<file path="src/rtl/note_sequencer.sv">
// note_sequencer: parametrised guitar-note recorder/player.
// Samples string/fret inputs once per beat into an internal note memory and
// plays them back at the same tempo, with a runtime tempo period, optional
// loop playback, auto-stop when the memory fills, and length tracking.
//
// Ports:
//   clk, resetn             clock; synchronous active-low reset
//   period                  clocks per beat (values below 2 behave as 2)
//   rec_start/play_start    1-cycle command pulses, honoured in IDLE only
//   stop                    1-cycle pulse, returns to IDLE from any state
//   loop_en                 playback wraps to entry 0 when set at the wrap point
//   strings, frets          level inputs from the debounce layer
//   note_out, note_valid    played note word and its 1-cycle strobe
//   beat                    1-cycle beat strobe while recording or playing
//   state                   0=IDLE 1=REC 2=PLAY
//   length, full            notes stored, and length==DEPTH
module note_sequencer #(
  parameter int N_STRINGS = 6,
  parameter int N_FRETS   = 4,
  parameter int DEPTH     = 64,
  parameter int ADDR_W    = 6,
  parameter int CNT_W     = 27,
  parameter int NOTE_W    = N_STRINGS * (N_FRETS + 1)
) (
  input  logic                 clk,
  input  logic                 resetn,
  input  logic [CNT_W-1:0]     period,
  input  logic                 rec_start,
  input  logic                 play_start,
  input  logic                 stop,
  input  logic                 loop_en,
  input  logic [N_STRINGS-1:0] strings,
  input  logic [N_FRETS-1:0]   frets,
  output logic [NOTE_W-1:0]    note_out,
  output logic                 note_valid,
  output logic                 beat,
  output logic [1:0]           state,
  output logic [ADDR_W:0]      length,
  output logic                 full
);

  localparam int FI_W = $clog2(N_FRETS + 1);

  typedef enum logic [1:0] {
    S_IDLE = 2'd0,
    S_REC  = 2'd1,
    S_PLAY = 2'd2
  } state_t;

  state_t               st;
  logic [CNT_W-1:0]     cnt;
  logic [CNT_W-1:0]     reload;
  logic                 tick;
  logic [N_STRINGS-1:0] acc_s;
  logic [N_FRETS-1:0]   acc_f;
  logic [N_STRINGS-1:0] s_now;
  logic [N_FRETS-1:0]   f_now;
  logic [FI_W-1:0]      fret_idx;
  logic [NOTE_W-1:0]    word;
  logic [ADDR_W-1:0]    wr_addr;
  logic [ADDR_W-1:0]    rd_addr;
  logic                 last_entry;
  logic                 play_last;
  logic                 wr_en;
  logic [NOTE_W-1:0]    mem [DEPTH];

  // Accumulator view including the current cycle's inputs, so the beat cycle
  // itself contributes to the stored word.
  assign s_now = acc_s | strings;
  assign f_now = acc_f | frets;

  always_comb begin
    fret_idx = '0;
    for (int unsigned i = 0; i < N_FRETS; i++)
      if (f_now[i]) fret_idx = FI_W'(i + 1);
  end

  always_comb begin
    word = '0;
    for (int unsigned f = 0; f < N_FRETS + 1; f++)
      if (fret_idx == FI_W'(f)) word[f*N_STRINGS +: N_STRINGS] = s_now;
  end

  always_comb begin
    reload = ((period < CNT_W'(2)) ? CNT_W'(2) : period) - CNT_W'(1);
  end

  assign tick       = (st != S_IDLE) && (cnt == '0);
  assign beat       = tick;
  assign state      = st;
  assign last_entry = ({1'b0, rd_addr} == (length - 1'b1));
  assign wr_en      = resetn && (st == S_REC) && tick && !stop;

  always_ff @(posedge clk) begin
    if (wr_en) mem[wr_addr] <= word;
  end

  always_ff @(posedge clk) begin
    if (!resetn) begin
      st         <= S_IDLE;
      cnt        <= '0;
      acc_s      <= '0;
      acc_f      <= '0;
      wr_addr    <= '0;
      rd_addr    <= '0;
      length     <= '0;
      full       <= 1'b0;
      note_out   <= '0;
      note_valid <= 1'b0;
      play_last  <= 1'b0;
    end else begin
      note_valid <= 1'b0;
      case (st)
        S_IDLE: begin
          if (stop) begin
            st <= S_IDLE;
          end else if (rec_start) begin
            st      <= S_REC;
            length  <= '0;
            full    <= 1'b0;
            wr_addr <= '0;
            acc_s   <= '0;
            acc_f   <= '0;
            cnt     <= reload;
          end else if (play_start && (length != '0)) begin
            st        <= S_PLAY;
            rd_addr   <= '0;
            cnt       <= reload;
            play_last <= 1'b0;
          end
        end
        S_REC: begin
          if (stop) begin
            st    <= S_IDLE;
            acc_s <= '0;
            acc_f <= '0;
          end else if (tick) begin
            cnt     <= reload;
            wr_addr <= wr_addr + 1'b1;
            length  <= length + 1'b1;
            acc_s   <= '0;
            acc_f   <= '0;
            if (length == (ADDR_W+1)'(DEPTH - 1)) begin
              full <= 1'b1;
              st   <= S_IDLE;
            end
          end else begin
            cnt   <= cnt - 1'b1;
            acc_s <= s_now;
            acc_f <= f_now;
          end
        end
        S_PLAY: begin
          if (stop) begin
            st <= S_IDLE;
          end else begin
            cnt <= tick ? reload : cnt - 1'b1;
            // Leave PLAY one cycle after the final beat so the last
            // note_valid is still seen inside PLAY.
            if (play_last) begin
              st        <= S_IDLE;
              play_last <= 1'b0;
            end
            if (tick) begin
              note_out   <= mem[rd_addr];
              note_valid <= 1'b1;
              if (last_entry) begin
                if (loop_en) rd_addr <= '0;
                else         play_last <= 1'b1;
              end else begin
                rd_addr <= rd_addr + 1'b1;
              end
            end
          end
        end
        default: st <= S_IDLE;
      endcase
    end
  end

endmodule

</file>
<file path="config.mk">
export PLATFORM = sky130hd
export DESIGN_NAME = note_sequencer
export DESIGN_NICKNAME = d
export VERILOG_FILES = /design/src/rtl/note_sequencer.sv
export SDC_FILE = /design/constraint.sdc
export NUM_CORES = 2
export LEC_CHECK = 0
export CORE_MARGIN = 8
export CORE_UTILIZATION = 29
export DETAILED_ROUTE_END_ITERATION = 8
export PLACE_DENSITY_LB_ADDON = 0.3
export SYNTH_ARGS = -nofsm -noshare
export SYNTH_HDL_FRONTEND = slang
export SYNTH_SLANG_ARGS = --single-unit
</file>
<file path="constraint.sdc">
create_clock -name clk -period 5.8 [get_ports clk]
set_clock_uncertainty 0.15 [all_clocks]
set_input_delay 0.58 -clock clk [delete_from_list [all_inputs] [get_ports clk]]
set_output_delay 0.58 -clock clk [all_outputs]
set_load 0.03 [all_outputs]
</file>
Word-level counts from Yosys, hierarchy flattened
Memory sizes are Yosys's and may differ from the RTL's. A register that Yosys moved wholly into a read port is not among the register bits.
Cells that the tools add are included.

storage, ports and cells
  register bits = 61
  bits in latches = 0
  bits in writable memories = 1920
  ROM bits = 0
  input port bits = 43
  word-level logic and storage cells = 140
  memories = 1

operators by class
  add/subtract/negate cells = 6
  $mul = 0
  div/mod/pow operators = 0
  magnitude comparators = 1
  eq/ne operators = 24
  shifts and indexed selects = 0
  mux-type cells = 68
  bitwise logic cells = 5
  reduce and logical (&&, ||, !) cells = 25

memories
  memory  words  bits a word  rd ports  clocked after Yosys merged registers in  write ports  RTL line  RTL
  mem     64     30           1         1                                        1            65        logic [NOTE_W-1:0] mem [DEPTH];

operator list
  operator                 count
  $mux W27                 6
  $mux W6                  18
  $pmux W27 S2             1
  $sub A27 B1 Y27 const B  2
  $pmux W6 S2              3
  $mux W7                  4
  $logic_not A27 Y1        1
  $lt A27 B2 Y1 const B    1
  $ne A2 B2 Y1 const B     9
  $mux W1                  16
  $mux W2                  8
  $mux W4                  4
  $pmux W7 S2              1
  $add A6 B1 Y6 const B    2
  $ne A3 B3 Y1 const B     4
  $reduce_and A5 Y1        2
  $mux W3                  3
  $pmux W4 S2              1
  $reduce_and A4 Y1        2
  $reduce_bool A2 Y1       4
  $add A7 B1 Y7 const B    1
  $eq A6 B7 Y1             1
  $eq A7 B6 Y1 const B     1
  $reduce_and A7 Y1        1
  other kinds (23)         33

Depth between registers and ports, before layout
  depth in word-level cells = 7
  depth in mapped cells = 12
  gate-level depth less buffers = 11

Worst setup path after synthesis
OpenSTA, ideal clock, no wires.

  kind = register to register
  start = reg cnt[0]
  end = mem mem[59][0] (netlist bit), enable pin
  arrival time = 3.412 ns
  required time = 5.233 ns
  setup slack = 1.821 ns
  cell stages (with the launch flop) = 10
  path buffers = 1
  clock period less this slack = 3.979 ns
  cell sequence = dfxtp_1 inv_1 ha_1 nor4b_2 and4_1 clkbuf_2 nand4b_1 nor4b_2 nand3_1 nor2_1

between the ends
  longest elaborated chain between the ends = 6

RTL lines
  what                               RTL line  RTL
  start, declared                    51        logic [CNT_W-1:0] cnt;
  start signal, assigned             124       cnt <= reload;
  start signal, assigned             128       cnt <= reload;
  start signal, assigned             138       cnt <= reload;
  $logic_not A27 Y1                  88        assign tick = (st != S_IDLE) && (cnt == '0);
  $logic_and A1 B1 Y1                88
  $logic_and A1 B1 Y1 (2 in series)  92        assign wr_en = resetn && (st == S_REC) && tick && !stop;
  $mux W1                            95        if (wr_en) mem[wr_addr] <= word;
  $mux W1 (implied by the code)      95
  end, declared                      65

No other way between the ends.

Worst setup path after layout
  start = reg cnt[0]
  end = out beat

between the ends
  longest elaborated chain between the ends = 2

RTL lines
  what                 RTL line  RTL
  $logic_not A27 Y1    88
  $logic_and A1 B1 Y1  88
  end, declared        36        output logic beat,

No other way between the ends.

==> metrics <==
Critical Path Max Stage Delay 0.68 ns; total grt overflow 0; GRT Overall Usage 15.77%; post-synth cell types 81; CP cell instances inv_1 > ha_1 > nor4b_2 > and4_1 > and4_4 > clkdlybuf4s50_1; FP Rows 191; Critical Path AT 3.50 ns; Hold Path Class input port to register; Vias/cell 5.170; status finished, final reports clean; starting density of the core 29.11%; Leak Pwr 25.48 nW; crit path max fanout 8; Mapped Area 0.07869 sq mm; Max Cap Viol 0; Critical Path RT 5.07 ns; setup slack after layout 1.571 ns; Max-slew headroom 11.25%; Routed Antenna Nets 0; Clock Power Share 44.2%; Num CTS Buffers 208; Pre-Repair DR Iteration Count 5; Initial DRC Count 5006; Max Slew Vio Count 0; first-pass GRT wire length 326000 um; cts repair resizes 0; Switching Power 6.054 mW; Hold Vio Cnt, Final 0; initial antenna violation count 13; area leader, netlist edfxtp_1; Area growth, synth to finish 17.55%; Max Root-Sink Buffers 3; htree depth 4; most frequent cell after synthesis edfxtp_1; crit path kind register to output pin; dpl ws 1.188 ns; wire per inst 28.67 um; vias 42080; CTS tree built; Net Sw Frac 20.47%; Logic pwr share 2.1%; Post-synth EDFFs 1920; Die Span X 536.9 um; total negative slack 0 ns; root buffer cell clkbuf_16; post-CTS setup buffers 0; top cell types by occurrence after synthesis 1920 x edfxtp_1, 338 x mux4_2, 293 x mux2i_1, 200 x nor2_1, 135 x clkbuf_1; Clock Sinks 2011; GPL Wtd Cong 0.8381; drt total wl 233400 um; part of the power in registers 53.7%; drt drc 0; Internal 23.52 mW; worst vdd ir 0.3050 mV; I/O Buffers 84; top cell type's share of synthesized area 73.27%; DIE HEIGHT 536.9 um; Mapped Nets 4166; crit end category output pin; CP max stage cell clkdlybuf4s50_1; RSZ-0062 raised after global routing false; Power Total 29.57 mW; final setup vio count 0; io pins 85; Synth area leaders edfxtp_1 73%, mux4_2 9.7%, mux2i_1 3.7%; crit path time final 4.229 ns; CP Launch Type register; Yosys reg bits 2011; worst slew pin tran 1.328 ns; Main synth FF type edfxtp_1; Post-synth ARST share 0%; Post-CTS Hold Fix Bufs 0; die area 0.2883 sq mm; post-detail-place hpwl 143800 um; Syn Inst Count 4114; number of global-route vias before repair 41260; design area 0.09250 sq mm; Seq/Total Area, Yosys 75.58%; PD cells 319.7 mW/mm^2; Final Core Density 34.22%; Worst-Skew Late Latency 0.84 ns; Yosys Warn Count 0; crit share post-route 72.91%; largest net degree at the start of global routing 92; mean post-synth cell area 19.13 sq um; Clk pin slew, worst setup/hold paths 0.06 ns; core outline area 0.2703 sq mm; Final Net Count 4449; placement-stage cell area 0.08589 sq mm; Max Freq 236.5 MHz; layout cells sized above 1 21.99%
## critical path, delay by kind of cell (launching register included)
family / cells / cell delay [ns]
AND/OR/NAND/NOR: 3 / 1.29
adder cells (fa/ha/maj): 1 / 0.21
flip-flops: 1 / 0.36
buffers and inverters: 2 / 0.78
## final cells by class
type | count | area [sq um]
clock buffer | 300 | 5819
fill | 25200 | 177800
tap | 3570 | 4467
antenna | 4 | 10.01
inverter | 21 | 83.83
timing repair buffer | 317 | 3010
sequential | 2011 | 59490
clock inverter | 79 | 784.5
multi-input combinational | 1838 | 18840
## kinds of logic (layout without fill, tap and decap cells)
family,after synthesis,count (layout),synth area share [%]
AOI/OAI and AO/OA,593,593,5.376
muxes,635,635,13.46
adders and majority gates,9,9,0.1431
DFF,2011,2011,75.58
buffers and inverters,265,717,1.461
other,0,4,0
and+or+nand+nor,569,569,3.608
xor gates and xnor gates,32,32,0.3736
## power by group through the flow
stage | logic (mW) | clock network, mW | registers, mW
after floorplan | 0.289 | 0 | 16.2
after CTS | 0.619 | 13.3 | 15.9
after global placement | 0.605 | 0 | 16.2
after global routing | 0.659 | 13.8 | 15.9
final | 0.620 | 13.1 | 15.9
after detailed placement | 0.617 | 0 | 16.2
## through the flow
stage	hold slack, ns	cells
CTS	0.1194	8136
global route	0.1693	8137
floorplan	0.2874	4114
finish	0.2079	8140
global placement	0.2989	7757
detailed placement	0.3092	7757
## state kept, by name, summed over array words and instances (netlist names), 2 cells and up
name      cells
acc_f         4
acc_s         6
cnt          27
length        7
mem        1920
note_out     30
rd_addr       6
state         2
wr_addr       6
## layout by cell type (no fill, tap or decap), types with 9 or more instances in the layout
master,instances
a211oi_1,72
nand3_1,51
inv_1,17
clkbuf_1,73
o2111ai_1,14
clkbuf_16,215
a22o_1,17
bufinv_16,13
a211oi_2,28
a22oi_1,65
o21ai_0,103
mux2i_1,293
ha_1,9
buf_4,199
nand2b_1,10
nor3_1,76
nor2_1,103
a221oi_1,16
or3_1,16
nor4_1,38
nor2b_1,33
o22ai_1,50
a21oi_1,92
clkdlybuf4s50_1,83
edfxtp_1,1920
nand2_1,78
dfxtp_1,87
buf_12,34
o221ai_1,71
xor2_1,15
nor2_4,96
nand4_1,10
xnor2_1,16
clkbuf_8,12
clkinv_2,19
mux4_2,338
clkinv_1,36
## worst paths after layout
path,slack [ns],cells past startpoint,endpoint,start
setup / recovery,1.57,6,beat,cnt[0]$_SDFFE_PN0P_
hold / removal,0.21,4,cnt[10]$_SDFFE_PN0P_,resetn
setup reg to reg,1.83,11,mem[59][15]$_DFFE_PP_,cnt[0]$_SDFFE_PN0P_
hold reg to reg,0.32,2,acc_s[2]$_SDFFE_PN0P_,acc_s[2]$_SDFFE_PN0P_
## metal layers
metal / vias up / global-route usage (%) / wire length [um]
li1: 17630 / - / -
met1: 22580 / 22.15 / 100900
met2: 1583 / 24.73 / 107500
met3: 285 / 3.158 / 17740
met4: 0 / 4.755 / 7237
met5: - / 0 / 0
Note: power is estimated with default switching activity, not from simulation.
